===== src/rtl/pwm_multi_ch.sv =====
// rtl/pwm_multi_ch.sv - multi-channel PWM with shared prescaler/counter and shadowed duties
// Optional center-aligned mode built only when PWM_CENTER_ALIGN_EN is defined.
module pwm_multi_ch #(
  parameter int SYS_FREQ = 125,
  parameter int CH       = 4,
  parameter int N        = 8,
  parameter int PW       = 16,
  parameter int CW       = (CH > 1) ? $clog2(CH) : 1
) (
  input  logic          clk,
  input  logic          reset_n,
  input  logic          enable,
  input  logic          center,
  input  logic [PW-1:0] prescale,
  input  logic          wr_en,
  input  logic [CW-1:0] wr_ch,
  input  logic [N:0]    wr_duty,
  output logic [CH-1:0] pwm,
  output logic [CH-1:0] pending,
  output logic          period_start
);

  localparam logic [N-1:0] CNT_MAX = '1;
  localparam int unused_sys_freq = SYS_FREQ;

  logic [PW-1:0] pre_cnt;
  logic [N-1:0]  cnt;
  logic          tick;
  logic          boundary;
  logic [N:0]    shadow [CH];
  logic [N:0]    active [CH];

  // A prescale lowered below pre_cnt still ticks at once because of the >= compare.
  assign tick = enable && (pre_cnt >= prescale);

  always_ff @(posedge clk or negedge reset_n) begin
    if (!reset_n) begin
      pre_cnt <= '0;
    end else if (!enable || tick) begin
      pre_cnt <= '0;
    end else begin
      pre_cnt <= pre_cnt + 1'b1;
    end
  end

`ifdef PWM_CENTER_ALIGN_EN
  logic dir_down;
  logic mode_c;

  // mode_c samples the center input only at a period boundary or while idle.
  always_comb begin
    boundary = 1'b0;
    if (tick) begin
      if (mode_c) boundary = dir_down && (cnt == N'(1));
      else        boundary = (cnt == CNT_MAX);
    end
  end

  always_ff @(posedge clk or negedge reset_n) begin
    if (!reset_n) begin
      cnt      <= '0;
      dir_down <= 1'b0;
      mode_c   <= 1'b0;
    end else if (!enable) begin
      cnt      <= '0;
      dir_down <= 1'b0;
      mode_c   <= center;
    end else if (tick) begin
      if (boundary) mode_c <= center;
      if (!mode_c) begin
        cnt      <= cnt + 1'b1;
        dir_down <= 1'b0;
      end else if (!dir_down) begin
        if (cnt == CNT_MAX) begin
          cnt      <= CNT_MAX - 1'b1;
          dir_down <= 1'b1;
        end else begin
          cnt <= cnt + 1'b1;
        end
      end else begin
        cnt <= cnt - 1'b1;
        if (cnt == N'(1)) dir_down <= 1'b0;
      end
    end
  end
`else
  logic unused_center;
  assign unused_center = center;
  assign boundary      = tick && (cnt == CNT_MAX);

  always_ff @(posedge clk or negedge reset_n) begin
    if (!reset_n) begin
      cnt <= '0;
    end else if (!enable) begin
      cnt <= '0;
    end else if (tick) begin
      cnt <= cnt + 1'b1;
    end
  end
`endif

  // Write after boundary so a same-cycle write stays pending (set beats clear).
  always_ff @(posedge clk or negedge reset_n) begin
    if (!reset_n) begin
      for (int i = 0; i < CH; i++) begin
        shadow[i] <= '0;
        active[i] <= '0;
      end
      pending      <= '0;
      pwm          <= '0;
      period_start <= 1'b0;
    end else begin
      period_start <= boundary;
      for (int i = 0; i < CH; i++) begin
        pwm[i] <= enable && ({1'b0, cnt} < active[i]);
        if (!enable || (boundary && pending[i])) begin
          active[i]  <= shadow[i];
          pending[i] <= 1'b0;
        end
        if (wr_en && (wr_ch == CW'(i))) begin
          shadow[i]  <= wr_duty;
          pending[i] <= 1'b1;
        end
      end
    end
  end

endmodule


===== config.mk =====
export PLATFORM = sky130hd
export DESIGN_NAME = pwm_multi_ch
export DESIGN_NICKNAME = d
export VERILOG_FILES = /design/src/rtl/pwm_multi_ch.sv
export SDC_FILE = /design/constraint.sdc
export NUM_CORES = 1
export LEC_CHECK = 0
export CORE_AREA = 3 3 113 115
export CTS_CLUSTER_DIAMETER = 200
export DETAILED_ROUTE_END_ITERATION = 16
export DIE_AREA = 0 0 116 118
export MAX_ROUTING_LAYER = met4
export PLACE_DENSITY_LB_ADDON = 0.12
export SETUP_SLACK_MARGIN = 0.15
export SYNTH_ARGS = -nofsm -noshare
export SYNTH_HDL_FRONTEND = slang
export SYNTH_SLANG_ARGS = --single-unit

===== constraint.sdc =====
create_clock -name clk -period 2.8 [get_ports clk]
set_input_delay 0.56 -clock clk [delete_from_list [all_inputs] [get_ports clk]]
set_output_delay 0.56 -clock clk [all_outputs]
set_load 0.01 [all_outputs]

==> reports/results.ini, run 1 <==
[global_route]
antenna_found_initial=0
grt_first_pass_wirelength_um=18400
grt_overflow=0
grt_max_degree=77
grt_use_total_pct=18.0
grt_pass1_vias=3555

[routing]
routed-via-count=3399
wl_um=11000
via_per_inst=5.09
drtAntennaViolNets=0
drtIter0Drc=143
drc_errors=0
dr.pass1.iters=4
post_drt_wl_per_cell_um=16.5

[synthesis]
synth_top_cell_by_area=dfrtp_1
synth_seq_cells=105
synth_cells=448
ys.flop_type=dfrtp_1
avgSynthCellArea_um2=11.8
synth_commonest_cells=dfrtp_1 (105), mux2_2 (70), inv_1 (52)
synth_top_area_share_pct=49.8
syn-cell-area_um2=5270
synth_nets=526
yosysWarnings=0
synth.most_common_cell=dfrtp_1
synth-seq-area-share_pct=49.8
synth_edf_count=0
synth_area_leaders=dfrtp_1 (50%), mux2_2 (15%), ha_1 (11%), inv_1 (3.7%), nor2_1 (2.1%)
async_flop_share_pct=100
yosysUniqueCellTypes=33

[clocking]
clock-root-buffer=clkbuf_16
cts_tree=yes
cts_sinks=105
clk_pin_slew_ps=60
clockBufferDepth=2
clk_latency_ps=350
htree_levels=3
cts_buffers=9

[die]
rows=40
core_um2=11900
die_h_um=118
die_area_um2=13700
die_w_um=116
start_util_pct=44.3
ioPinCount=41

[sta]
skew_ps=8.86
finalHoldViolCount=0
max_freq_mhz=389
worst_pin_slew_ps=730
drv_slew=0
period_needed_ps=2570
rsz0062_at_grt=true
relSlewSlack_pct=51.2
fin_crit_sh_pct=91.7
layout_setup_ws_ps=231
setup_viol=0

[final_layout]
fin_area_um2=6620
drive_gt1_share_pct=28.6
syn_to_final_growth_pct=25.5
antenna_cells=0
fill_cells=1014
layout.nets=596

[power]
cellPowerDensity_nw_per_um2=570
ir_drop_v=0.000327
power.leakage_nw=3.26

[setup_path]
endpoint_kind=flip-flop
slowest_delay_ps=410
worst_path_max_delay_cell=a311o_1
path_class=in -> reg
crit_fanout=6
cp.arrival_ps=2800
critPathRequiredTime_ps=3030
cp_cell_sequence=dlygate4sd2_1 -> ha_1 -> nand2b_4 -> a2111oi_4 -> buf_4 -> nand3b_1 -> a311o_1 -> buf_12 -> o21ai_4 -> buf_6 -> buf_16 -> mux2_4
worstSetupStartpointType=primary input

[status]
status=finished, final reports clean

[placed_design]
port-buffer-count=39
dpl_cell_area_um2=6020
dp_slack_ps=-513
gp_congestion=0.757
dp_hpwl_um=7590

[job]
maxCapViolations=0

[worst_hold_path]
hold_class=in -> async

worst paths after layout:
check | cells past startpoint | slack (ps) | endpoint | from
max in group asynchronous | 2 | 1920 | shadow[5]$_DFFE_PN0P_ | reset_n
min reg2reg | 1 | 500 | active[22]$_DFFE_PN0P_ | shadow[22]$_DFFE_PN0P_
max reg2reg | 10 | 240 | active[0]$_DFFE_PN0P_ | pre_cnt[14]$_DFF_PN0_
min in group clk | 1 | 500 | active[22]$_DFFE_PN0P_ | shadow[22]$_DFFE_PN0P_
min | 1 | 150 | pre_cnt[14]$_DFF_PN0_ | reset_n
max | 12 | 230 | active[0]$_DFFE_PN0P_ | prescale[0]
where the power goes:
part	switching (mW)	internal, mW
Sequential	0.125	1.75
Clock	0.538	0.703
Combinational	0.276	0.381
critical path: cells and delay by family:
family | cells | cell delay, ps
compound gates | 3 | 610
fa+ha+maj | 1 | 260
buf+inv | 5 | 790
mux | 1 | 290
simple gates | 2 | 290
metal layers:
metal	routed length [um]	GRT usage, %
met5	0	-
met4	124	4.79
met3	298	3.55
met2	5290	28.2
met1	5300	24.0
flip-flops by register name, indices dropped and copies added, names as in the netlist:
register	cells
pwm	4
period_start	1
pre_cnt	16
shadow	36
pending	4
active	36
cnt	8
layout by cell type (no fill, tap or decap), drive strengths merged, types with 12 or more instances in the layout:
cell type	instances
nand4	12
mux2	72
a21oi	13
ha	46
a21o	14
nand2	16
inv	52
clkdlybuf4s50	22
dlygate4sd2	12
dfrtp	105
nor2	29
buf	29
cells by family after synthesis:
group / synth area share (%)
xor gates and xnor gates: 2.49
buffers and inverters: 4.37
muxes: 16.7
and+or+nand+nor: 8.83
adders and majority gates: 10.9
AOI/OAI and AO/OA: 6.84
DFF: 49.8
per-stage QoR:
stage / total power [mW] / std cells / hold slack [ps] / util (%) / setup TNS [ps]
floorplan: 2.26 / 448 / 264 / - / 0
global route: 3.99 / 668 / 165 / 55.5 / 0
finish: 3.77 / 668 / 150 / 55.5 / 0
CTS: 3.81 / 667 / 151 / 55.1 / 0
global placement: 2.48 / 647 / 476 / 50.5 / -15560
detailed placement: 2.51 / 647 / 485 / 50.5 / -17330
area by class of cell:
| cell class | instances | area (um2) | share of cell area [%] |
|---|---|---|---|
| Clock inverter | 4 | 45.0 | 0.681 |
| Tap cell | 147 | 184 | 2.78 |
| Sequential cell | 105 | 2630 | 39.7 |
| Inverter | 53 | 199 | 3.01 |
| Timing Repair Buffer | 67 | 696 | 10.5 |
| Multi-Input combinational cell | 282 | 2630 | 39.7 |
| Clock buffer | 10 | 239 | 3.61 |
what timing repair did:
item	4_1_cts	5_1_grt
pin swaps	23	10
buffers inserted	5	1
gates resized for setup	52	10
cloned	1	0
hold buffers	0	0
setup endpoints to repair	36	36
endpoints found under the hold margin	0	0
(Power assumes the default switching activity.)
==> run 2: changes to the inputs <==
==> constraint.sdc (replaced) <==
create_clock -name clk -period 2.8 [get_ports clk]
set_input_delay 0.42 -clock clk [delete_from_list [all_inputs] [get_ports clk]]
set_output_delay 0.42 -clock clk [all_outputs]
set_load 0.01 [all_outputs]
==> run 2 against run 1 <==
Net effect:
- routed wire length decreased by 0.94%
- clock-buffer cell count is 1 higher
- global-route usage decreased by 0.45 points
- sequential share of layout area up 0.86 points
- clock power hardly changed
- die area stayed put
- sequential cell count is the same
- setup slack worse by 84 ps
- sequential power about the same
- cell count did not move
- worst hold slack got worse by 150 ps
- critical endpoint is now active[11]$_DFFE_PN0P_
- largest power group unchanged
- highest routed layer unchanged
==> reports/results.ini, run 2 (synthesized netlist as in run 1, its figures left out) <==
[final_layout]
syn_to_final_growth_pct=22.9
layout_common_cells=dfrtp_1 (104), mux2_2 (62), inv_1 (49), ha_1 (43), clkdlybuf4s50_1 (34)
drive_gt1_share_pct=24.6
reg_top3=active (36), shadow (36), pre_cnt (16)
fill_cells=1045
layout.nets=595
layout_commonest_cell=dfrtp_1
antenna_cells=0

[placed_design]
port-buffer-count=39
dp_slack_ps=-358
dp_hpwl_um=7590
gp_congestion=0.757

[sta]
max_freq_mhz=377
fin_crit_sh_pct=94.8
rsz0062_at_grt=true
tns_ps=0
finalHoldViolCount=0
drv_slew=0
layout_setup_ws_ps=147
setup_viol=0
relSlewSlack_pct=50.1
period_needed_ps=2650
fin_hold_ws_ps=0.0276
worst_pin_slew_ps=746
skew_ps=11.0

[clocking]
clk_pin_slew_ps=70
clk_latency_ps=350
cts_sinks=105
cts_tree=yes
clockBufferDepth=2
cts_buffers=9
clock-root-buffer=clkbuf_16
htree_levels=3

[die]
die_w_um=116
core_um2=11900
start_util_pct=44.3
die_area_um2=13700
rows=40
die_h_um=118
ioPinCount=41

[routing]
via_per_inst=5.08
drtAntennaViolNets=0
routed-via-count=3396
drc_errors=0
drtIter0Drc=116
wl_um=10900
post_drt_wl_per_cell_um=16.3
dr.pass1.iters=4

[setup_path]
slowest_delay_ps=450
cp.arrival_ps=2880
worst_path_max_delay_cell=clkdlybuf4s50_1
critPathRequiredTime_ps=3030
endpoint_kind=flip-flop
worstSetupStartpointType=primary input
cp.buffers_inverters=4
crit_fanout=6
cp_cell_sequence=clkdlybuf4s50_1 -> inv_1 -> ha_1 -> nand2_2 -> nor3_2 -> nand2_1 -> a311o_1 -> buf_12 -> o21ai_4 -> clkbuf_16 -> mux2_4
cpLargestDelayFamily=buffers and inverters
path_class=in -> reg

[global_route]
grt_first_pass_wirelength_um=17900
grt_max_degree=77
grt_overflow=0
grt_pass1_vias=3465
grt_use_total_pct=17.6
antenna_found_initial=0

[power]
ir_drop_v=0.000466
power_mw=3.73
cellPowerDensity_nw_per_um2=577
power.leakage_nw=3.23

[status]
status=finished, final reports clean

[worst_hold_path]
hold_class=in -> async

[job]
maxCapViolations=0

[run 2: area by class of cell]
type	count	area, um2	area share [%]
clock buffers	11	233	3.59
clock inverters	4	45.0	0.696
multi-input cells	282	2500	38.6
flip-flops and latches	105	2630	40.6
inverters	53	199	3.07
well taps	147	184	2.84
repair buffers	66	688	10.6
[run 2: stage by stage]
step	instances	cell area [um2]	utilization (%)
floorplan	448	5270	-
global placement	647	6020	50.5
detailed placement	647	6020	50.5
CTS	666	6340	53.3
global route	668	6480	54.4
finish	668	6480	54.4
[run 2: report_power, final]
group | switching [mW] | leakage, nW | internal, mW | total (mW)
combinational | 0.264 | 1.79 | 0.371 | 0.635
clock | 0.541 | 0.139 | 0.685 | 1.23
sequential | 0.124 | 1.30 | 1.75 | 1.87
total | 0.929 | 3.23 | 2.81 | 3.73
[run 2: routing by layer]
metal	track usage, %	part of all wire (%)
met1	23.6	48
met2	26.5	47
met3	2.57	3.0
met4	7.40	1.8
met5	-	0
[run 2: what timing repair did]
| action | 4_1_cts | 5_1_grt |
|---|---|---|
| setup endpoints to repair | 36 | 36 |
| gates cloned | 0 | 1 |
| pin swaps | 3 | 8 |
| resized for setup | 1 | 26 |
| setup buffers | 4 | 1 |
| hold buffers | 0 | 0 |
[run 2: final timing paths]
path / startpoint / endpoint / slack [ps] / cells after the start
max: prescale[11] / active[11]$_DFFE_PN0P_ / 150 / 11
min: reset_n / shadow[28]$_DFFE_PN0P_ / 0.03 / 1
max reg2reg: pre_cnt[14]$_DFF_PN0_ / active[11]$_DFFE_PN0P_ / 160 / 9
min reg2reg: shadow[19]$_DFFE_PN0P_ / active[19]$_DFFE_PN0P_ / 490 / 1
max in group asynchronous: reset_n / shadow[5]$_DFFE_PN0P_ / 2070 / 2
min in group clk: shadow[19]$_DFFE_PN0P_ / active[19]$_DFFE_PN0P_ / 490 / 1
